File: config.mk
export PLATFORM = sky130hd
export DESIGN_NAME = mult_div_unit
export DESIGN_NICKNAME = d
export VERILOG_FILES = /design/src/rtl/mult_div_unit.sv
export SDC_FILE = /design/constraint.sdc
export NUM_CORES = 1
export LEC_CHECK = 0
export BUFFER_PORTS_ARGS = -buffer_cell sky130_fd_sc_hd__buf_2
export CORE_MARGIN = 5
export CORE_UTILIZATION = 50
export DETAILED_ROUTE_END_ITERATION = 7
export PLACE_DENSITY_LB_ADDON = 0.05
export SYNTH_ARGS = -nofsm -noshare
export SYNTH_HDL_FRONTEND = slang
export SYNTH_SLANG_ARGS = --single-unit
File: constraint.sdc
create_clock -name clk -period 5 [get_ports clk]
set_clock_uncertainty 0.15 [all_clocks]
set_input_delay 0.5 -clock clk [delete_from_list [all_inputs] [get_ports clk]]
set_output_delay 0.5 -clock clk [all_outputs]
set_load 0.02 [all_outputs]
File: src/rtl/mult_div_unit.sv
`default_nettype none
// ============================================================================
// Module      : mult_div_unit
// Description : Iterative 32-bit multiply/divide unit for the MIPS core.
//               Runs MULT/MULTU as a radix-2 shift-add and DIV/DIVU as a
//               restoring divide on operand magnitudes. Each operation takes
//               a fixed 33-cycle latency. The result is returned as a
//               one-cycle write pulse on the register file's HI/LO port.
// Ports       : clk              - system clock, rising edge
//               reset            - asynchronous active-low reset
//               start            - request strobe, sampled while idle
//               op               - 00 MULT, 01 MULTU, 10 DIV, 11 DIVU
//               operand_a        - rs (multiplicand / dividend)
//               operand_b        - rt (multiplier / divisor)
//               abort            - pipeline flush, cancels work in flight
//               busy             - operation in flight
//               HI/LO_write_enable - one-cycle write pulse, always paired
//               HI_write_data    - product[63:32] or remainder
//               LO_write_data    - product[31:0] or quotient
// Revision    : 1.0 - initial release
// ============================================================================
module mult_div_unit #(
  parameter int ITERATIONS = 32
) (
  input  logic        clk,
  input  logic        reset,
  input  logic        start,
  input  logic [1:0]  op,
  input  logic [31:0] operand_a,
  input  logic [31:0] operand_b,
  input  logic        abort,
  output logic        busy,
  output logic        HI_write_enable,
  output logic        LO_write_enable,
  output logic [31:0] HI_write_data,
  output logic [31:0] LO_write_data
);

  localparam int c_cnt_w = (ITERATIONS > 1) ? $clog2(ITERATIONS) : 1;
  localparam logic [c_cnt_w-1:0] c_last_step = c_cnt_w'(ITERATIONS - 1);

  typedef enum logic [1:0] {
    ST_IDLE  = 2'd0,
    ST_ITER  = 2'd1,
    ST_FIXUP = 2'd2,
    ST_WRITE = 2'd3
  } state_t;

  state_t               r_state;
  logic [c_cnt_w-1:0]   r_count;
  logic                 r_is_div;
  logic                 r_a_neg;
  logic                 r_b_neg;
  logic [31:0]          r_a;      // dividend magnitude, kept for divide-by-zero
  logic [31:0]          r_b;      // multiplicand (mult) or divisor (div) magnitude
  logic [31:0]          r_hi;     // upper partial product / partial remainder
  logic [31:0]          r_lo;     // multiplier bits shifting out / quotient bits shifting in
  logic                 r_busy;
  logic                 r_hi_we;
  logic                 r_lo_we;
  logic [31:0]          r_hi_data;
  logic [31:0]          r_lo_data;

  // Operand magnitudes and signs at issue; unsigned ops never flag a sign.
  logic        w_a_neg;
  logic        w_b_neg;
  logic [31:0] w_a_mag;
  logic [31:0] w_b_mag;
  logic        w_accept;

  assign w_a_neg  = ~op[0] & operand_a[31];
  assign w_b_neg  = ~op[0] & operand_b[31];
  assign w_a_mag  = w_a_neg ? (32'd0 - operand_a) : operand_a;
  assign w_b_mag  = w_b_neg ? (32'd0 - operand_b) : operand_b;

  // A request is taken while idle, and also in the WRITE cycle so that
  // back-to-back operations issue every 34 cycles. Abort always wins.
  assign w_accept = start & ~abort & ((r_state == ST_IDLE) | (r_state == ST_WRITE));

  // Multiply step: add the multiplicand into the upper half when the current
  // multiplier bit is set, then shift the 64-bit pair right by one.
  logic [31:0] w_addend;
  logic [32:0] w_sum;

  assign w_addend = r_lo[0] ? r_b : 32'd0;
  assign w_sum    = {1'b0, r_hi} + {1'b0, w_addend};

  // Divide step: shift the next dividend bit into the partial remainder and
  // keep the difference only if it did not borrow. The shifted value may need
  // 33 bits, but whenever the subtraction is rejected it is below the divisor
  // and so fits back into 32 bits.
  logic [32:0] w_shift;
  logic [32:0] w_diff;
  logic        w_fits;

  assign w_shift = {r_hi, r_lo[31]};
  assign w_diff  = w_shift - {1'b0, r_b};
  assign w_fits  = ~w_diff[32];

  // Sign correction applied in FIXUP.
  logic        w_sign_diff;
  logic [63:0] w_prod_neg;
  logic [31:0] w_hi_res;
  logic [31:0] w_lo_res;

  assign w_sign_diff = r_a_neg ^ r_b_neg;
  assign w_prod_neg  = 64'd0 - {r_hi, r_lo};

  always_comb begin
    w_hi_res = r_hi;
    w_lo_res = r_lo;
    if (!r_is_div) begin
      if (w_sign_diff) begin
        w_hi_res = w_prod_neg[63:32];
        w_lo_res = w_prod_neg[31:0];
      end
    end else if (r_b == 32'd0) begin
      // Divide by zero: hand back the original dividend and all-ones.
      w_hi_res = r_a_neg ? (32'd0 - r_a) : r_a;
      w_lo_res = 32'hFFFF_FFFF;
    end else begin
      // Quotient negative when signs differ; remainder follows the dividend.
      w_lo_res = w_sign_diff ? (32'd0 - r_lo) : r_lo;
      w_hi_res = r_a_neg     ? (32'd0 - r_hi) : r_hi;
    end
  end

  always_ff @(posedge clk or negedge reset) begin
    if (!reset) begin
      r_state   <= ST_IDLE;
      r_count   <= '0;
      r_is_div  <= 1'b0;
      r_a_neg   <= 1'b0;
      r_b_neg   <= 1'b0;
      r_a       <= 32'd0;
      r_b       <= 32'd0;
      r_hi      <= 32'd0;
      r_lo      <= 32'd0;
      r_busy    <= 1'b0;
      r_hi_we   <= 1'b0;
      r_lo_we   <= 1'b0;
      r_hi_data <= 32'd0;
      r_lo_data <= 32'd0;
    end else begin
      // Enables are pulses: only FIXUP raises them, for exactly one cycle.
      r_hi_we <= 1'b0;
      r_lo_we <= 1'b0;

      case (r_state)
        ST_IDLE, ST_WRITE: begin
          if (w_accept) begin
            r_state  <= ST_ITER;
            r_count  <= '0;
            r_busy   <= 1'b1;
            r_is_div <= op[1];
            r_a_neg  <= w_a_neg;
            r_b_neg  <= w_b_neg;
            r_a      <= w_a_mag;
            r_hi     <= 32'd0;
            if (op[1]) begin
              r_b  <= w_b_mag;
              r_lo <= w_a_mag;
            end else begin
              r_b  <= w_a_mag;
              r_lo <= w_b_mag;
            end
          end else begin
            r_state <= ST_IDLE;
          end
        end

        ST_ITER: begin
          if (abort) begin
            r_state <= ST_IDLE;
            r_busy  <= 1'b0;
            r_count <= '0;
          end else begin
            if (r_is_div) begin
              r_hi <= w_fits ? w_diff[31:0] : w_shift[31:0];
              r_lo <= {r_lo[30:0], w_fits};
            end else begin
              r_hi <= w_sum[32:1];
              r_lo <= {w_sum[0], r_lo[31:1]};
            end
            if (r_count == c_last_step) begin
              r_state <= ST_FIXUP;
              r_count <= '0;
            end else begin
              r_count <= r_count + c_cnt_w'(1);
            end
          end
        end

        ST_FIXUP: begin
          r_busy <= 1'b0;
          if (abort) begin
            r_state <= ST_IDLE;
          end else begin
            r_state   <= ST_WRITE;
            r_hi_we   <= 1'b1;
            r_lo_we   <= 1'b1;
            r_hi_data <= w_hi_res;
            r_lo_data <= w_lo_res;
          end
        end

        default: begin
          r_state <= ST_IDLE;
          r_busy  <= 1'b0;
        end
      endcase
    end
  end

  assign busy            = r_busy;
  assign HI_write_enable = r_hi_we;
  assign LO_write_enable = r_lo_we;
  assign HI_write_data   = r_hi_data;
  assign LO_write_data   = r_lo_data;

endmodule
`default_nettype wire
==> results.sh <==
export IMPL_core_area_um2=34540
export IMPL_place_gp_congestion=0.9677
export IMPL_swShare=0.4558
export IMPL_synth_top_cell_by_area="dfrtp_1"
export IMPL_cp_required_ps=5220
export IMPL_hold_violations=0
export IMPL_cts_tree="yes"
export IMPL_async_flop_share=1.000
export IMPL_yosys_cell_types_count=78
export IMPL_die_x_um=196.8
export IMPL_hpwlAfterDp_um=47630
export IMPL_placed_cell_area_um2=18500
export IMPL_whs_path_depth=2
export IMPL_final_core_util=0.5614
export IMPL_crit_top_cell="o21ai_0"
export IMPL_seq_area_frac_synth=0.2925
export IMPL_path_class="reg -> reg"
export IMPL_dieArea_um2=38740
export IMPL_root_buffer="clkbuf_16"
export IMPL_final_layout_size_suffix_gt1_frac=0.1193
export IMPL_final_area_um2=19390
export IMPL_p_sw_uw=4155
export IMPL_status="finished clean"
export IMPL_synth_edf_count=0
export IMPL_p_int_uw=4960
export IMPL_vias_per_cell=6.247
export IMPL_syn_nets=2424
export IMPL_yosysTopAreaCellShare=0.2925
export IMPL_fill_cells=3410
export IMPL_synth_warnings=0
export IMPL_num_vias=17520
export IMPL_worst_slew_pin_slew_ps=1059
export IMPL_r2r_end="r_hi[31]"
export IMPL_crit_path_start_kind="register"
export IMPL_drt_total_wl_um=62020
export IMPL_drt_initial_drc_count=1775
export IMPL_endpoint_kind="register"
export IMPL_cp_arrival_ps=4510
export IMPL_cts_buffer_depth=3
export IMPL_synth_ff_type="dfrtp_1"
export IMPL_synth_top_cells_by_area="dfrtp_1, nand2_1, a21oi_1, xnor2_1, o21ai_0"
export IMPL_report_final_slew_viol_count=0
export IMPL_r2r_cells=14
export IMPL_finalSetupViolCount=0
export IMPL_pwr_share_seq=0.282
export IMPL_cts_buffers=27
export IMPL_die_height_um=196.8
export IMPL_crit_path_cell_trace="inv_1, buf_4, nor2_1, ha_1, a21oi_1, nand2_1, o21ai_0, o21ai_1, a31oi_1, o31ai_1, a221oi_1, o21ai_0, a2111oi_0, a311oi_1"
export IMPL_setup_ws_ps=708.8
export IMPL_hold_class="in -> reg"
export IMPL_portBuffers=136
export IMPL_rsz0062_at_grt="false"
export IMPL_ios=137
export IMPL_synth_seq_cells=204
export IMPL_maxSlewHeadroom=0.2938
export IMPL_fin_crit_sh=0.8582
export IMPL_nets=2474
export IMPL_worstReg2RegStart="r_lo[0]"
export IMPL_min_from="abort"
export IMPL_fmax_mhz=233.0
export IMPL_start_util=0.5052
export IMPL_setup_tns_ps=0
export IMPL_grt_usage=0.3102
export IMPL_syn_mean_instance_area_um2=7.657
export IMPL_synth_cells=2279
export IMPL_drc_errors=0
export IMPL_area_delta_synth_final_pct=11.14
export IMPL_r2r_slack_ps=710
export IMPL_synth_cell_area_um2=17450
export IMPL_place_ws_ps=785.8
export IMPL_clk_pin_slew_worst_paths_ps=60
export IMPL_maxCapViolCount=0
export IMPL_grt_max_degree=92
export IMPL_slowest_stage="dfrtp_1"
export IMPL_grt_overflow=0
export IMPL_min_to="r_state[1]"
export IMPL_insertion_delay_ps=550
export IMPL_total_power_uw=9115
export IMPL_peakVddDrop_v=0.0002600
export IMPL_slowest_delay_ps=440
export IMPL_antenna_found_initial=3
export IMPL_crit_fanout=26
export IMPL_clockPowerShare=0.214
export IMPL_ant_nets=0
export IMPL_cts_max_level=1
export IMPL_rows=68
export IMPL_grt_pass1_wl_um=96360
export IMPL_cts_sinks=204
export IMPL_finalCriticalPeriod_ps=4291
export IMPL_p_leak_uw=0.008652
export IMPL_powerDensity_nw_per_um2=470.0
export IMPL_routedWlPerCell_um=22.12
export IMPL_comb_power_share=0.504
export IMPL_drtPass1Iterations=6
export IMPL_grt_pass1_vias=16240
cell usage in the layout, fill, tap and decap left out, types with 27 or more instances in the layout:
master     Yosys  routed
ha_1          73      72
nand3_1       36      35
o31ai_1       32      32
or3_1         28      28
dfrtp_1      204     202
nor2_1       214     213
mux2i_1       36      36
inv_1         69      69
nand2_1      282     281
nor4_1        29      29
nor3_1        48      48
clkbuf_16      0      27
o21ai_1       63      63
a31oi_1       32      32
xnor2_1      118     116
buf_4          1      41
xor2_1        86      85
o21ai_0      199     199
mux2_2        29      29
buf_2          3     134
a21oi_1      209     207
a21o_1        33      32
critical path, delay by kind of cell, from the launching register on:
family | cells | cell delay [ps]
flops | 1 | 440
compound gates | 9 | 2380
buf+inv | 2 | 600
simple gates | 2 | 160
fa+ha+maj | 1 | 350
logic make-up (layout without fill, tap and decap cells):
| logic type | Yosys count | in the layout | synth area share |
|---|---|---|---|
| and+or+nand+nor | 755 | 755 | 0.1964 |
| AOI/OAI and AO/OA | 742 | 742 | 0.2566 |
| buffers and inverters | 228 | 296 | 0.05033 |
| xor gates and xnor gates | 204 | 204 | 0.1024 |
| DFF | 204 | 204 | 0.2925 |
| adders and majority gates | 75 | 75 | 0.05464 |
| muxes | 71 | 71 | 0.04711 |
| other | 0 | 2 | 0 |
state kept, by name, summed over array words and instances, names as in the netlist, 2 cells and up:
name and flops:
r_state 2, r_hi 32, r_b 32, r_lo 32, r_a 32, r_count 5
HI_write_data 32, LO_write_data 32
per-layer routing:
layer  GRT usage  vias up  part of all wire
met5           0        -           0.00016
met4     0.07499        2             0.029
met3     0.04752      106             0.074
met2      0.4992      724              0.46
met1      0.4418     8412              0.44
li1            -     8273                 -
synthesized netlist by cell type, types with 32 or more instances:
| library cell | instances |
|---|---|
| dfrtp_1 | 204 |
| xnor2_1 | 118 |
| o31ai_1 | 32 |
| inv_1 | 69 |
| o21ai_0 | 199 |
| nand2_1 | 282 |
| xor2_1 | 86 |
| nor3_1 | 48 |
| ha_1 | 73 |
| a31oi_1 | 32 |
| nor2_1 | 214 |
| o21ai_1 | 63 |
| a21oi_1 | 209 |
| a21o_1 | 33 |
| clkbuf_1 | 137 |
| nand3_1 | 36 |
| mux2i_1 | 36 |
final cells by class:
type | count | area, µm² | area share
tap | 455 | 569.3 | 0.02935
clock buffer | 38 | 757.0 | 0.03903
clock inverter | 9 | 123.9 | 0.006387
timing repair buffer | 179 | 1042 | 0.05374
multi-input combinational | 1847 | 11520 | 0.5942
inverter | 70 | 262.8 | 0.01355
antenna | 2 | 5.005 | 0.0002581
sequential | 204 | 5110 | 0.2635
worst max-delay path by stage:
stage,startpoint,end,slack (ps)
2_1_floorplan,r_lo[31],r_hi[10],1290
3_3_place_gp,r_lo[31],r_hi[30],1030
3_5_place_dp,r_lo[0],r_hi[31],790
4_1_cts,r_lo[0],r_hi[31],780
5_1_grt,r_lo[0],r_hi[31],420
6_report,r_lo[0],r_hi[31],710
power groups by stage:
stage	clock network [µW]	logic, µW	registers, µW
after floorplan	0	3400	2310
after global placement	0	4460	2560
after detailed placement	0	4490	2570
after CTS	1990	4520	2550
after global routing	2050	5020	2610
final	1950	4590	2570
through the flow:
step | hold WS, ps | std cells
3_5_place_dp | 316.0 | 2754
4_1_cts | 44.18 | 2802
3_3_place_gp | 303.9 | 2754
5_1_grt | 67.17 | 2803
2_1_floorplan | 54.41 | 2279
6_report | 58.06 | 2804
repair_timing:
| action | CTS | global route |
|---|---|---|
| endpoints found under the hold margin | 73 | 0 |
| hold buffers | 1 | 0 |
| gates resized for setup | 0 | 0 |
| buffers inserted | 0 | 0 |
Power figures use the tool's default switching activity.
